[config.mk]
export PLATFORM = sky130hd
export DESIGN_NAME = lzw_code_packer_flat
export DESIGN_NICKNAME = d
export VERILOG_FILES = /design/src/rtl/lzw_code_packer_if.sv /design/src/rtl/lzw_code_packer.sv /design/src/flat_wrapper.sv
export SDC_FILE = /design/constraint.sdc
export NUM_CORES = 1
export LEC_CHECK = 0
export CORE_UTILIZATION = 25
export DETAILED_ROUTE_END_ITERATION = 8
export GPL_TIMING_DRIVEN = 0
export PLACE_DENSITY = 0.55
export SLEW_MARGIN = 15
export SYNTH_ARGS = -nofsm -noshare
export SYNTH_HDL_FRONTEND = slang
export SYNTH_SLANG_ARGS = --single-unit
export TNS_END_PERCENT = 100
[constraint.sdc]
create_clock -name ap_clk -period 4.3 [get_ports ap_clk]
set_input_delay 0.645 -clock ap_clk [delete_from_list [all_inputs] [get_ports ap_clk]]
set_output_delay 0.645 -clock ap_clk [all_outputs]
set_load 0.02 [all_outputs]
[src/rtl/lzw_code_packer_if.sv]
// rtl/lzw_code_packer_if.sv - block-control and FIFO handshake bundle for lzw_code_packer
// Ports carried: ap_start/ap_continue/ap_done/ap_idle/ap_ready block control,
// code FIFO (outstream_*), code-count FIFO (outlen_stream_*), byte FIFO (outArr_*),
// byte-count FIFO (len_*), and the four active-low *_blk_n stall indicators.
// master = the packer, slave = the surrounding dataflow/FIFO environment.
interface lzw_code_packer_if #(
    parameter int CODE_W = 13,
    parameter int CNT_W  = 32
) ();
    logic              ap_start;
    logic              ap_continue;
    logic              ap_done;
    logic              ap_idle;
    logic              ap_ready;
    logic [CODE_W-1:0] outstream_dout;
    logic              outstream_empty_n;
    logic              outstream_read;
    logic [CNT_W-1:0]  outlen_stream_dout;
    logic              outlen_stream_empty_n;
    logic              outlen_stream_read;
    logic [7:0]        outArr_din;
    logic              outArr_full_n;
    logic              outArr_write;
    logic [CNT_W-1:0]  len_din;
    logic              len_full_n;
    logic              len_write;
    logic              outstream_blk_n;
    logic              outlen_stream_blk_n;
    logic              outArr_blk_n;
    logic              len_blk_n;

    modport master (
        input  ap_start, ap_continue,
        input  outstream_dout, outstream_empty_n,
        input  outlen_stream_dout, outlen_stream_empty_n,
        input  outArr_full_n, len_full_n,
        output ap_done, ap_idle, ap_ready,
        output outstream_read, outlen_stream_read,
        output outArr_din, outArr_write, len_din, len_write,
        output outstream_blk_n, outlen_stream_blk_n, outArr_blk_n, len_blk_n
    );

    modport slave (
        output ap_start, ap_continue,
        output outstream_dout, outstream_empty_n,
        output outlen_stream_dout, outlen_stream_empty_n,
        output outArr_full_n, len_full_n,
        input  ap_done, ap_idle, ap_ready,
        input  outstream_read, outlen_stream_read,
        input  outArr_din, outArr_write, len_din, len_write,
        input  outstream_blk_n, outlen_stream_blk_n, outArr_blk_n, len_blk_n
    );
endinterface

[src/rtl/lzw_code_packer.sv]
// rtl/lzw_code_packer.sv - packs one chunk of LZW codes MSB-first into bytes and reports the byte count
// Ports: ap_clk (clock), ap_rst (synchronous active-high reset),
// bus (lzw_code_packer_if.master): ap_ctrl_chain control, code/count input FIFOs,
// byte/length output FIFOs and *_blk_n stall indicators.
module lzw_code_packer #(
    parameter int CODE_W = 13,
    parameter int CNT_W  = 32
) (
    input  logic              ap_clk,
    input  logic              ap_rst,
    lzw_code_packer_if.master bus
);
    localparam int ACC_W = CODE_W + 7;
    localparam int NB_W  = $clog2(CODE_W + 8);

    typedef enum logic [2:0] {IDLE, RDLEN, PACK, FLUSH, WRLEN, DONE} state_t;

    state_t           state;
    state_t           next_state;
    logic [ACC_W-1:0] acc;
    logic [NB_W-1:0]  nbits;
    logic [CNT_W-1:0] rem;
    logic [CNT_W-1:0] bcnt;

    logic             want_len_in;
    logic             want_code;
    logic             want_byte;
    logic             want_len_out;
    logic [7:0]       byte_val;
    logic             have_byte;
    logic [ACC_W-1:0] acc_sh;
    logic [3:0]       pad;
    logic             len_rd;
    logic             code_rd;
    logic             byte_wr;
    logic             len_wr;

    assign have_byte = nbits >= NB_W'(8);
    // Oldest unsent byte sits at acc[nbits-1 -: 8]; shifting it down keeps the select constant.
    assign acc_sh    = acc >> (nbits - NB_W'(8));
    // Only used in FLUSH where nbits < 8, so the pad amount fits in 4 bits.
    assign pad       = 4'd8 - 4'(nbits);

    always_comb begin
        next_state   = state;
        want_len_in  = 1'b0;
        want_code    = 1'b0;
        want_byte    = 1'b0;
        want_len_out = 1'b0;
        byte_val     = '0;
        case (state)
            IDLE: begin
                if (bus.ap_start) next_state = RDLEN;
            end
            RDLEN: begin
                want_len_in = 1'b1;
                if (bus.outlen_stream_empty_n) next_state = PACK;
            end
            PACK: begin
                // Draining a full byte takes priority so acc never has to hold more than CODE_W+7 bits.
                if (have_byte) begin
                    want_byte = 1'b1;
                    byte_val  = acc_sh[7:0];
                end else if (rem != '0) begin
                    want_code = 1'b1;
                end else begin
                    next_state = FLUSH;
                end
            end
            FLUSH: begin
                if (nbits != '0) begin
                    want_byte = 1'b1;
                    byte_val  = acc[7:0] << pad;
                    if (bus.outArr_full_n) next_state = WRLEN;
                end else begin
                    next_state = WRLEN;
                end
            end
            WRLEN: begin
                want_len_out = 1'b1;
                if (bus.len_full_n) next_state = DONE;
            end
            DONE: begin
                if (bus.ap_continue) next_state = IDLE;
            end
            default: next_state = IDLE;
        endcase
    end

    // Strobes are masked during reset so an interrupted chunk never pops or pushes on the reset edge.
    assign len_rd  = want_len_in & bus.outlen_stream_empty_n & ~ap_rst;
    assign code_rd = want_code & bus.outstream_empty_n & ~ap_rst;
    assign byte_wr = want_byte & bus.outArr_full_n & ~ap_rst;
    assign len_wr  = want_len_out & bus.len_full_n & ~ap_rst;

    assign bus.outlen_stream_read  = len_rd;
    assign bus.outstream_read      = code_rd;
    assign bus.outArr_write        = byte_wr;
    assign bus.outArr_din          = byte_val;
    assign bus.len_write           = len_wr;
    assign bus.len_din             = want_len_out ? bcnt : '0;
    assign bus.ap_ready            = len_wr;
    assign bus.ap_idle             = (state == IDLE);
    assign bus.ap_done             = (state == DONE);
    assign bus.outlen_stream_blk_n = ~(want_len_in & ~bus.outlen_stream_empty_n);
    assign bus.outstream_blk_n     = ~(want_code & ~bus.outstream_empty_n);
    assign bus.outArr_blk_n        = ~(want_byte & ~bus.outArr_full_n);
    assign bus.len_blk_n           = ~(want_len_out & ~bus.len_full_n);

    always_ff @(posedge ap_clk) begin
        if (ap_rst) begin
            state <= IDLE;
        end else begin
            state <= next_state;
        end
    end

    always_ff @(posedge ap_clk) begin
        if (ap_rst) begin
            acc   <= '0;
            nbits <= '0;
            rem   <= '0;
            bcnt  <= '0;
        end else begin
            if (state == IDLE && bus.ap_start) begin
                acc   <= '0;
                nbits <= '0;
                bcnt  <= '0;
            end
            if (len_rd) rem <= bus.outlen_stream_dout;
            if (code_rd) begin
                acc   <= {acc[ACC_W-CODE_W-1:0], bus.outstream_dout};
                nbits <= nbits + NB_W'(CODE_W);
                rem   <= rem - CNT_W'(1);
            end
            if (byte_wr) begin
                bcnt <= bcnt + CNT_W'(1);
                if (state == PACK) nbits <= nbits - NB_W'(8);
            end
        end
    end
endmodule

[src/flat_wrapper.sv]
// flat-port wrapper written by rule: the top's interface ports become plain ports
module lzw_code_packer_flat 
#(
    parameter int CODE_W = 13,
    parameter int CNT_W  = 32
)
  (ap_clk, ap_rst, bus_ap_start, bus_ap_continue, bus_outstream_dout, bus_outstream_empty_n, bus_outlen_stream_dout, bus_outlen_stream_empty_n, bus_outArr_full_n, bus_len_full_n, bus_ap_done, bus_ap_idle, bus_ap_ready, bus_outstream_read, bus_outlen_stream_read, bus_outArr_din, bus_outArr_write, bus_len_din, bus_len_write, bus_outstream_blk_n, bus_outlen_stream_blk_n, bus_outArr_blk_n, bus_len_blk_n);
  lzw_code_packer_if #(.CODE_W(CODE_W), .CNT_W(CNT_W)) bus_i ();
  input  logic ap_clk;
  input  logic ap_rst;
  input wire logic [$bits(bus_i.ap_start)-1:0] bus_ap_start;
  input wire logic [$bits(bus_i.ap_continue)-1:0] bus_ap_continue;
  input wire logic [$bits(bus_i.outstream_dout)-1:0] bus_outstream_dout;
  input wire logic [$bits(bus_i.outstream_empty_n)-1:0] bus_outstream_empty_n;
  input wire logic [$bits(bus_i.outlen_stream_dout)-1:0] bus_outlen_stream_dout;
  input wire logic [$bits(bus_i.outlen_stream_empty_n)-1:0] bus_outlen_stream_empty_n;
  input wire logic [$bits(bus_i.outArr_full_n)-1:0] bus_outArr_full_n;
  input wire logic [$bits(bus_i.len_full_n)-1:0] bus_len_full_n;
  output wire logic [$bits(bus_i.ap_done)-1:0] bus_ap_done;
  output wire logic [$bits(bus_i.ap_idle)-1:0] bus_ap_idle;
  output wire logic [$bits(bus_i.ap_ready)-1:0] bus_ap_ready;
  output wire logic [$bits(bus_i.outstream_read)-1:0] bus_outstream_read;
  output wire logic [$bits(bus_i.outlen_stream_read)-1:0] bus_outlen_stream_read;
  output wire logic [$bits(bus_i.outArr_din)-1:0] bus_outArr_din;
  output wire logic [$bits(bus_i.outArr_write)-1:0] bus_outArr_write;
  output wire logic [$bits(bus_i.len_din)-1:0] bus_len_din;
  output wire logic [$bits(bus_i.len_write)-1:0] bus_len_write;
  output wire logic [$bits(bus_i.outstream_blk_n)-1:0] bus_outstream_blk_n;
  output wire logic [$bits(bus_i.outlen_stream_blk_n)-1:0] bus_outlen_stream_blk_n;
  output wire logic [$bits(bus_i.outArr_blk_n)-1:0] bus_outArr_blk_n;
  output wire logic [$bits(bus_i.len_blk_n)-1:0] bus_len_blk_n;
  assign bus_i.ap_start = bus_ap_start;
  assign bus_i.ap_continue = bus_ap_continue;
  assign bus_i.outstream_dout = bus_outstream_dout;
  assign bus_i.outstream_empty_n = bus_outstream_empty_n;
  assign bus_i.outlen_stream_dout = bus_outlen_stream_dout;
  assign bus_i.outlen_stream_empty_n = bus_outlen_stream_empty_n;
  assign bus_i.outArr_full_n = bus_outArr_full_n;
  assign bus_i.len_full_n = bus_len_full_n;
  assign bus_ap_done = bus_i.ap_done;
  assign bus_ap_idle = bus_i.ap_idle;
  assign bus_ap_ready = bus_i.ap_ready;
  assign bus_outstream_read = bus_i.outstream_read;
  assign bus_outlen_stream_read = bus_i.outlen_stream_read;
  assign bus_outArr_din = bus_i.outArr_din;
  assign bus_outArr_write = bus_i.outArr_write;
  assign bus_len_din = bus_i.len_din;
  assign bus_len_write = bus_i.len_write;
  assign bus_outstream_blk_n = bus_i.outstream_blk_n;
  assign bus_outlen_stream_blk_n = bus_i.outlen_stream_blk_n;
  assign bus_outArr_blk_n = bus_i.outArr_blk_n;
  assign bus_len_blk_n = bus_i.len_blk_n;
  lzw_code_packer #(.CODE_W(CODE_W), .CNT_W(CNT_W)) u_core (.ap_clk(ap_clk), .ap_rst(ap_rst), .bus(bus_i));
endmodule
-- Yosys cells after proc, flatten, opt, wreduce, memory -nomap -nowiden
Index checks and enable logic that the tools add are counted.
- register bits: 92
- input port bits: 53
- output and inout port bits: 51
- $add $sub $neg: 5
- magnitude comparators: 1
- equality and inequality tests: 12
- shift operators: 2
- multiplexer cells: 31
- bitwise operators: 21
- reductions and logical operators: 8
- operators by type and width (operator ; count):
    $mux 32 ; 5
    $mux 20 ; 2
    $add 32x1->32 const B ; 1
    $reduce_bool 32->1 ; 1
    $sub 32x1->32 const B ; 1
    $mux 3 ; 8
    $mux 5 ; 4
    $shr 20x5->8 ; 1
    $pmux 3 s6 ; 1
    $mux 8 ; 2
    $pmux 8 s2 ; 1
    $and 1x1->1 ; 12
    $ne 2x2->1 const B ; 6
    $not 1->1 ; 9
    $shl 8x4->8 ; 1
    $mux 1 ; 7
    $reduce_and 7->1 ; 1
    $eq 3x2->1 const B ; 2
    $eq 3x3->1 const B ; 2
    $reduce_bool 2->1 ; 3
    $add 5x4->5 const B ; 1
    $ge 5x4->1 const B ; 1
    $reduce_bool 5->1 ; 1
    $sub 5x4->5 const B ; 1
    6 further kinds ; 6

-- Logic depth before layout (Yosys ltp)
- depth in word-level cells: 9
- depth in mapped cells: 13

-- Least setup slack after synthesis
OpenSTA, ideal clock, no wires.
- kind: register to output
- start: reg u_core.nbits[0]
- end: out bus_outArr_din[7]
- arrival: 2.816 ns
- required time: 3.655 ns
- slack: 0.839 ns
- cell stages (with the launch flop): 11
- path through: dfxtp_1 > clkbuf_1 > clkinv_1 > clkbuf_1 > ha_1 > clkbuf_1 > mux2i_1 > mux2_2 > nor2_1 > a21oi_1 > o32ai_1
- cells in the longest elaborated chain, start to end: 4
- elaborated cells on any way between the ends: 9
- ends and longest elaborated chain (element ; line ; source):
    from (decl) ; lzw_code_packer.sv:21 ; logic [NB_W-1:0] nbits;
    from (signal assigned) ; lzw_code_packer.sv:133 ; nbits <= nbits + NB_W'(CODE_W);
    from (signal assigned) ; lzw_code_packer.sv:138 ; if (state == PACK) nbits <= nbits - NB_W'(8);
    $sub 5x4->5 / $sub 4x4->4 (equally long branches) ; lzw_code_packer.sv:40, lzw_code_packer.sv:42 ;
    $shr 20x5->8 / $shl 8x4->8 (equally long branches) ; lzw_code_packer.sv:40, lzw_code_packer.sv:73 ;
    $mux 8 (on tied branches) ; lzw_code_packer.sv:61, lzw_code_packer.sv:71 ;
    $pmux 8 s2 * ; lzw_code_packer.sv:51 ; case (state)
    to (decl) ; flat_wrapper.sv:24 ; output wire logic [$bits(bus_i.outArr_din)-1:0] bus_outArr_din;
Every way passes the cells marked *; elsewhere a longest branch is shown, timed or not.

-- Final worst setup path
- start: reg u_core.rem[24]
- end: out bus_outstream_blk_n
- cells in the longest elaborated chain, start to end: 6
- ends and longest elaborated chain (element ; line ; source):
    from (decl) ; lzw_code_packer.sv:22 ; logic [CNT_W-1:0] rem;
    from (signal assigned) ; lzw_code_packer.sv:130 ; if (len_rd) rem <= bus.outlen_stream_dout;
    from (signal assigned) ; lzw_code_packer.sv:134 ; rem <= rem - CNT_W'(1);
    $reduce_bool 32->1 ; lzw_code_packer.sv:64 ; end else if (rem != '0) begin
    $mux 1 ; lzw_code_packer.sv:64 ;
    $mux 1 ; lzw_code_packer.sv:61 ; if (have_byte) begin
    $mux 1 ; lzw_code_packer.sv:51 ;
    $and 1x1->1 ; lzw_code_packer.sv:106 ; assign bus.outstream_blk_n = ~(want_code & ~bus.outstream_empty_n);
    $not 1->1 ; lzw_code_packer.sv:106 ;
    to (decl) ; flat_wrapper.sv:28 ; output wire logic [$bits(bus_i.outstream_blk_n)-1:0] bus_outstream_blk_n;
Every way passes these cells.

==> impl_table.tex <==
\begin{tabular}{lr}
\hline
Metric & Value \\
\hline
\multicolumn{2}{l}{\textbf{Route}} \\
\quad DRC Markers & 0 \\
\quad Antenna violation net count after detailed routing & 0 \\
\quad Pre-antenna DRT Iters & 5 \\
\quad Number of vias per cell & between 5 and 6 \\
\quad Iteration-0 DRC count of the detailed router & 622 \\
\quad Detailed Route WL & between 20 and 25 mm \\
\quad Number of vias in the routed layout & $\sim$7000 \\
\quad Routed WL per cell & 18.2 µm \\
\multicolumn{2}{l}{\textbf{Setup path}} \\
\quad R2r setup slk & roughly 600 ps \\
\quad Termination of the worst setup path & bus\_outstream\_blk\_n \\
\quad Nature of the critical path endpoint & primary output \\
\quad Crit path max fanout & 10 \\
\quad Crit path kind & flip-flop to primary output \\
\quad Category of cells accounting for the largest share of critical-path delay & simple AND/OR/NAND/NOR gates \\
\quad Launching element type of the critical path & flip-flop \\
\quad Crit. Startpoint & u\_core.rem[24] \\
\quad Worst Reg2Reg Path Length in Cells & 12 \\
\quad Startpoint of the lowest-slack register-to-register path & u\_core.nbits[0] \\
\quad Number of logic stages on the critical path including buffering & 6 \\
\quad Reg2reg end & u\_core.nbits[1] \\
\quad Number of buffer and inverter instances along the worst setup path & 2 \\
\quad Worst Path Required & between 3000 and 4000 ps \\
\quad Critical-path cell with the highest stage delay & clkdlybuf4s50\_1 \\
\quad Data arrival time of the worst path & around 3500 ps \\
\quad Cell with the most instances on the worst path & or4\_4 \\
\quad Worst path max stage delay & approximately 600 ps \\
\quad Sequence of cells on the critical path & or4\_4 -> or4\_4 -> nor4b\_4 -> buf\_2 -> or4\_1 -> clkdlybuf4s50\_1 \\
\multicolumn{2}{l}{\textbf{Die}} \\
\quad Ports & $\sim$100 \\
\quad Effective utilization at floorplan & 25.5\% \\
\quad Die Y & 163 µm \\
\quad Core Rows & 58 \\
\quad DIE AREA & 26400 µm² \\
\quad Placeable core region & about 25000 µm² \\
\quad Die boundary width & about 160 µm \\
\multicolumn{2}{l}{\textbf{STA}} \\
\quad Final worst path period need & 4170 ps \\
\quad Worst hold margin & 506 ps \\
\quad Setup repair after global routing missed its margin & no \\
\quad Worst Max-Slew Pin Slew & a little over 1000 ps \\
\quad Final-report max-slew violation count & 0 \\
\quad Slew headroom & 31.4\% \\
\quad Maximum clock frequency & approximately 240 MHz \\
\quad Layout Skew & 6.73 ps \\
\quad Final Hold Vio Count & 0 \\
\quad Final setup fails & 0 \\
\quad Period Utilization, post-route & 97.0\% \\
\multicolumn{2}{l}{\textbf{Run}} \\
\quad Max-cap check violation count & 0 \\
\multicolumn{2}{l}{\textbf{Yosys}} \\
\quad Share of synthesized area occupied by flip-flops and latches & between 20\% and 30\% \\
\quad Count of warnings emitted by yosys & 0 \\
\quad Synthesized netlist cell count & about 820 \\
\quad Count of cell types in the netlist & 69 \\
\quad Number of enable-type register cells in the synthesized netlist & 0 \\
\quad Syn Nets & 881 \\
\quad Register bit count reported by yosys & 92 \\
\quad Proportion of register bits with asynchronous set or reset after synthesis & 0\% \\
\quad Yosys top cell area share & 28.6\% \\
\quad Cell type with the largest total area after synthesis & dfxtp\_1 \\
\quad Ys flop type & dfxtp\_1 \\
\quad Post-Syn Area per Cell & between 7 and 8 µm² \\
\quad Synth Cell Area & around 6400 µm² \\
\quad Dominant cells by area after synthesis & dfxtp\_1, o211ai\_1, mux4\_2 \\
\multicolumn{2}{l}{\textbf{Power}} \\
\quad Power per unit of standard cell area & between 400 and 500 nW/µm² \\
\quad Cell-internal power & a little over 2 mW \\
\quad Power spent charging and discharging nets & about 1.7 mW \\
\quad Peak ir drop on the vdd network & between 0.3 and 0.4 mV \\
\quad Share of power burned in the clock network & between 20\% and 30\% \\
\quad Sequential Power Share & a little over a quarter \\
\quad Sum of internal, switching and leakage power & around 3.7 mW \\
\quad Fraction of power spent switching nets & between 40\% and 50\% \\
\quad Combinational power share & between 40\% and 50\% \\
\quad Leakage & 2.78 nW \\
\multicolumn{2}{l}{\textbf{Layout}} \\
\quad \# diodes & 0 \\
\quad Layout overhead on the synthesized area & 28.6\% \\
\quad Final Net Count & about 1000 \\
\quad Share of final-layout standard cells stronger than drive strength 1 & under 10\% \\
\multicolumn{2}{l}{\textbf{Global route}} \\
\quad Tot GR Track Use & 17.4\% \\
\quad Global-route congestion overflow total & 0 \\
\quad Number of global-route vias before repair & 6556 \\
\quad First-pass GRT wire length & about 36 mm \\
\quad Pin count of the biggest net entering global routing & 16 \\
\quad Initial antenna violation count & 0 \\
\multicolumn{2}{l}{\textbf{Clocking}} \\
\quad Clock Sinks & 92 \\
\quad CTS buffer count & 9 \\
\quad Cell at the root of the clock tree & clkbuf\_16 \\
\quad Clock edge transition at the registers on the reported setup and hold paths & $\sim$70 ps \\
\quad Worst-skew pair later-pin latency & about 360 ps \\
\quad Buffers from clock root to sink, at most & 2 \\
\quad TritonCTS clock tree & done \\
\quad H-tree depth reported by CTS & 3 \\
\multicolumn{2}{l}{\textbf{Placed design}} \\
\quad Sum of net half-perimeters after detailed placement & roughly 17 mm \\
\quad Gpl congestion & a little under 0.9 \\
\quad IO buf count & 103 \\
\multicolumn{2}{l}{\textbf{Worst hold path}} \\
\quad Number of cells on the worst hold path & 2 \\
\quad Class of the most critical hold timing path & flip-flop to flip-flop \\
\multicolumn{2}{l}{\textbf{Status}} \\
\quad Run status & finished clean \\
\hline
\end{tabular}
## final cells by class
| type | count | area, µm² |
|---|---|---|
| multi-input combinational | 646 | 4280 |
| tap | 330 | 413 |
| inverter | 16 | 61.3 |
| sequential | 92 | 1840 |
| timing repair buffer | 108 | 1070 |
| buffer | 68 | 289 |
| clock inverter | 5 | 83.8 |
| clock buffer | 11 | 243 |
| fill | 2754 | 17000 |
## power groups by stage
stage	clock, mW	combinational [mW]	sequential (mW)
3_5_place_dp	0	1.79	1.00
4_1_cts	0.911	1.80	0.982
3_3_place_gp	0	1.80	1.00
2_1_floorplan	0	1.20	0.979
6_report	0.893	1.87	0.986
5_1_grt	0.941	1.99	0.993
## layer usage
metal,vias up,track usage (%),wire length (µm)
met4,0,4.72,337
li1,3356,-,-
met1,3384,23.8,10800
met3,27,3.28,1500
met5,-,0,0
met2,279,27.6,10600
## tightest hold or removal path, cell delays in order, from the launching register on
cell	delay, ps
dfxtp_1	330
nand2_1	60
o21ai_0	70
## metrics by stage
| step | cell area (µm²) | setup slack [ps] | util (%) | instances | TNS [ps] |
|---|---|---|---|---|---|
| after detailed placement | 7880 | -548 | 31.2 | 1256 | -1830 |
| after global placement | 7880 | -552 | 31.2 | 1256 | -1880 |
| after global routing | 8280 | 2.55 | 32.8 | 1276 | 0 |
| final | 8280 | 127 | 32.8 | 1276 | 0 |
| after CTS | 8250 | 23.7 | 32.7 | 1272 | 0 |
| after floorplan | 6440 | 839 | - | 823 | 0 |
## layout by cell type, fill, tap and decap left out, drive strengths merged, types with 4 or more instances in the layout
cell,count
o311ai,10
nand3,54
nor3,27
a21oi,51
o21ai,21
nor4,9
nand4,22
a21o,4
mux4,13
and3,20
xor2,4
clkdlybuf4s50,101
dfxtp,92
nand2,75
o221ai,4
mux2i,24
buf,20
and2,36
or3,23
mux2,13
nor3b,5
a31oi,21
a311oi,4
or2,6
ha,5
inv,14
o211ai,41
nand3b,5
a211oi,5
clkbuf,64
nor2,56
nand2b,7
or4,24
## registers in the layout, indices dropped and copies added, names as in the netlist
| signal | cells |
|---|---|
| u_core.bcnt | 32 |
| u_core.acc | 20 |
| u_core.rem | 32 |
| u_core.state | 3 |
| u_core.nbits | 5 |
## logic make-up (layout without fill, tap and decap cells)
group,Yosys count,count (layout),share of synthesized area [%]
compound gates,200,200,21.1
simple gates,384,384,32.4
fa+ha+maj,5,5,0.971
buf+inv,85,208,5.38
flops,92,92,28.6
xor+xnor,7,7,0.952
mux,50,50,10.5
## worst min-delay path by stage
stage | startpoint | to
after CTS | u_core.rem[11] | u_core.rem[11]
after detailed placement | u_core.bcnt[10] | u_core.bcnt[10]
after global placement | u_core.bcnt[20] | u_core.bcnt[20]
final | u_core.rem[11] | u_core.rem[11]
after global routing | u_core.rem[11] | u_core.rem[11]
after floorplan | u_core.bcnt[10] | u_core.bcnt[10]
## Yosys cell counts (3+ instances only)
library cell  instances
a211oi_1              5
a21o_1                4
a21oi_1              51
a311oi_1              4
a31o_2                3
a31oi_1              21
and2_1               36
and3_1               20
buf_1                 5
buf_2                 7
clkbuf_1             54
clkinv_1              3
dfxtp_1              92
ha_1                  5
inv_1                13
mux2_2               13
mux2i_1              24
mux4_2               13
nand2_1              75
nand2b_1              7
nand3_1              54
nand3b_1              5
nand4_1              22
nor2_1               56
nor2b_1               3
nor3_1               27
nor3b_1               5
nor4_1                8
o211ai_1             41
o21ai_0              21
o221ai_1              4
o22ai_1               3
o311a_1               3
o311ai_0             10
o31a_1                3
o31ai_1               3
o32ai_1               3
or2_2                 6
or3_1                23
or4_1                21
or4_4                 3
xnor2_1               3
xor2_1                4
## repair_timing
item,in CTS,in global routing
gates resized for setup,10,4
pin swaps,1,3
hold buffers,0,0
setup buffers,1,4
endpoints found under the setup margin,32,11
cloned,0,0
No activity file was read; power rests on OpenSTA's default activity.
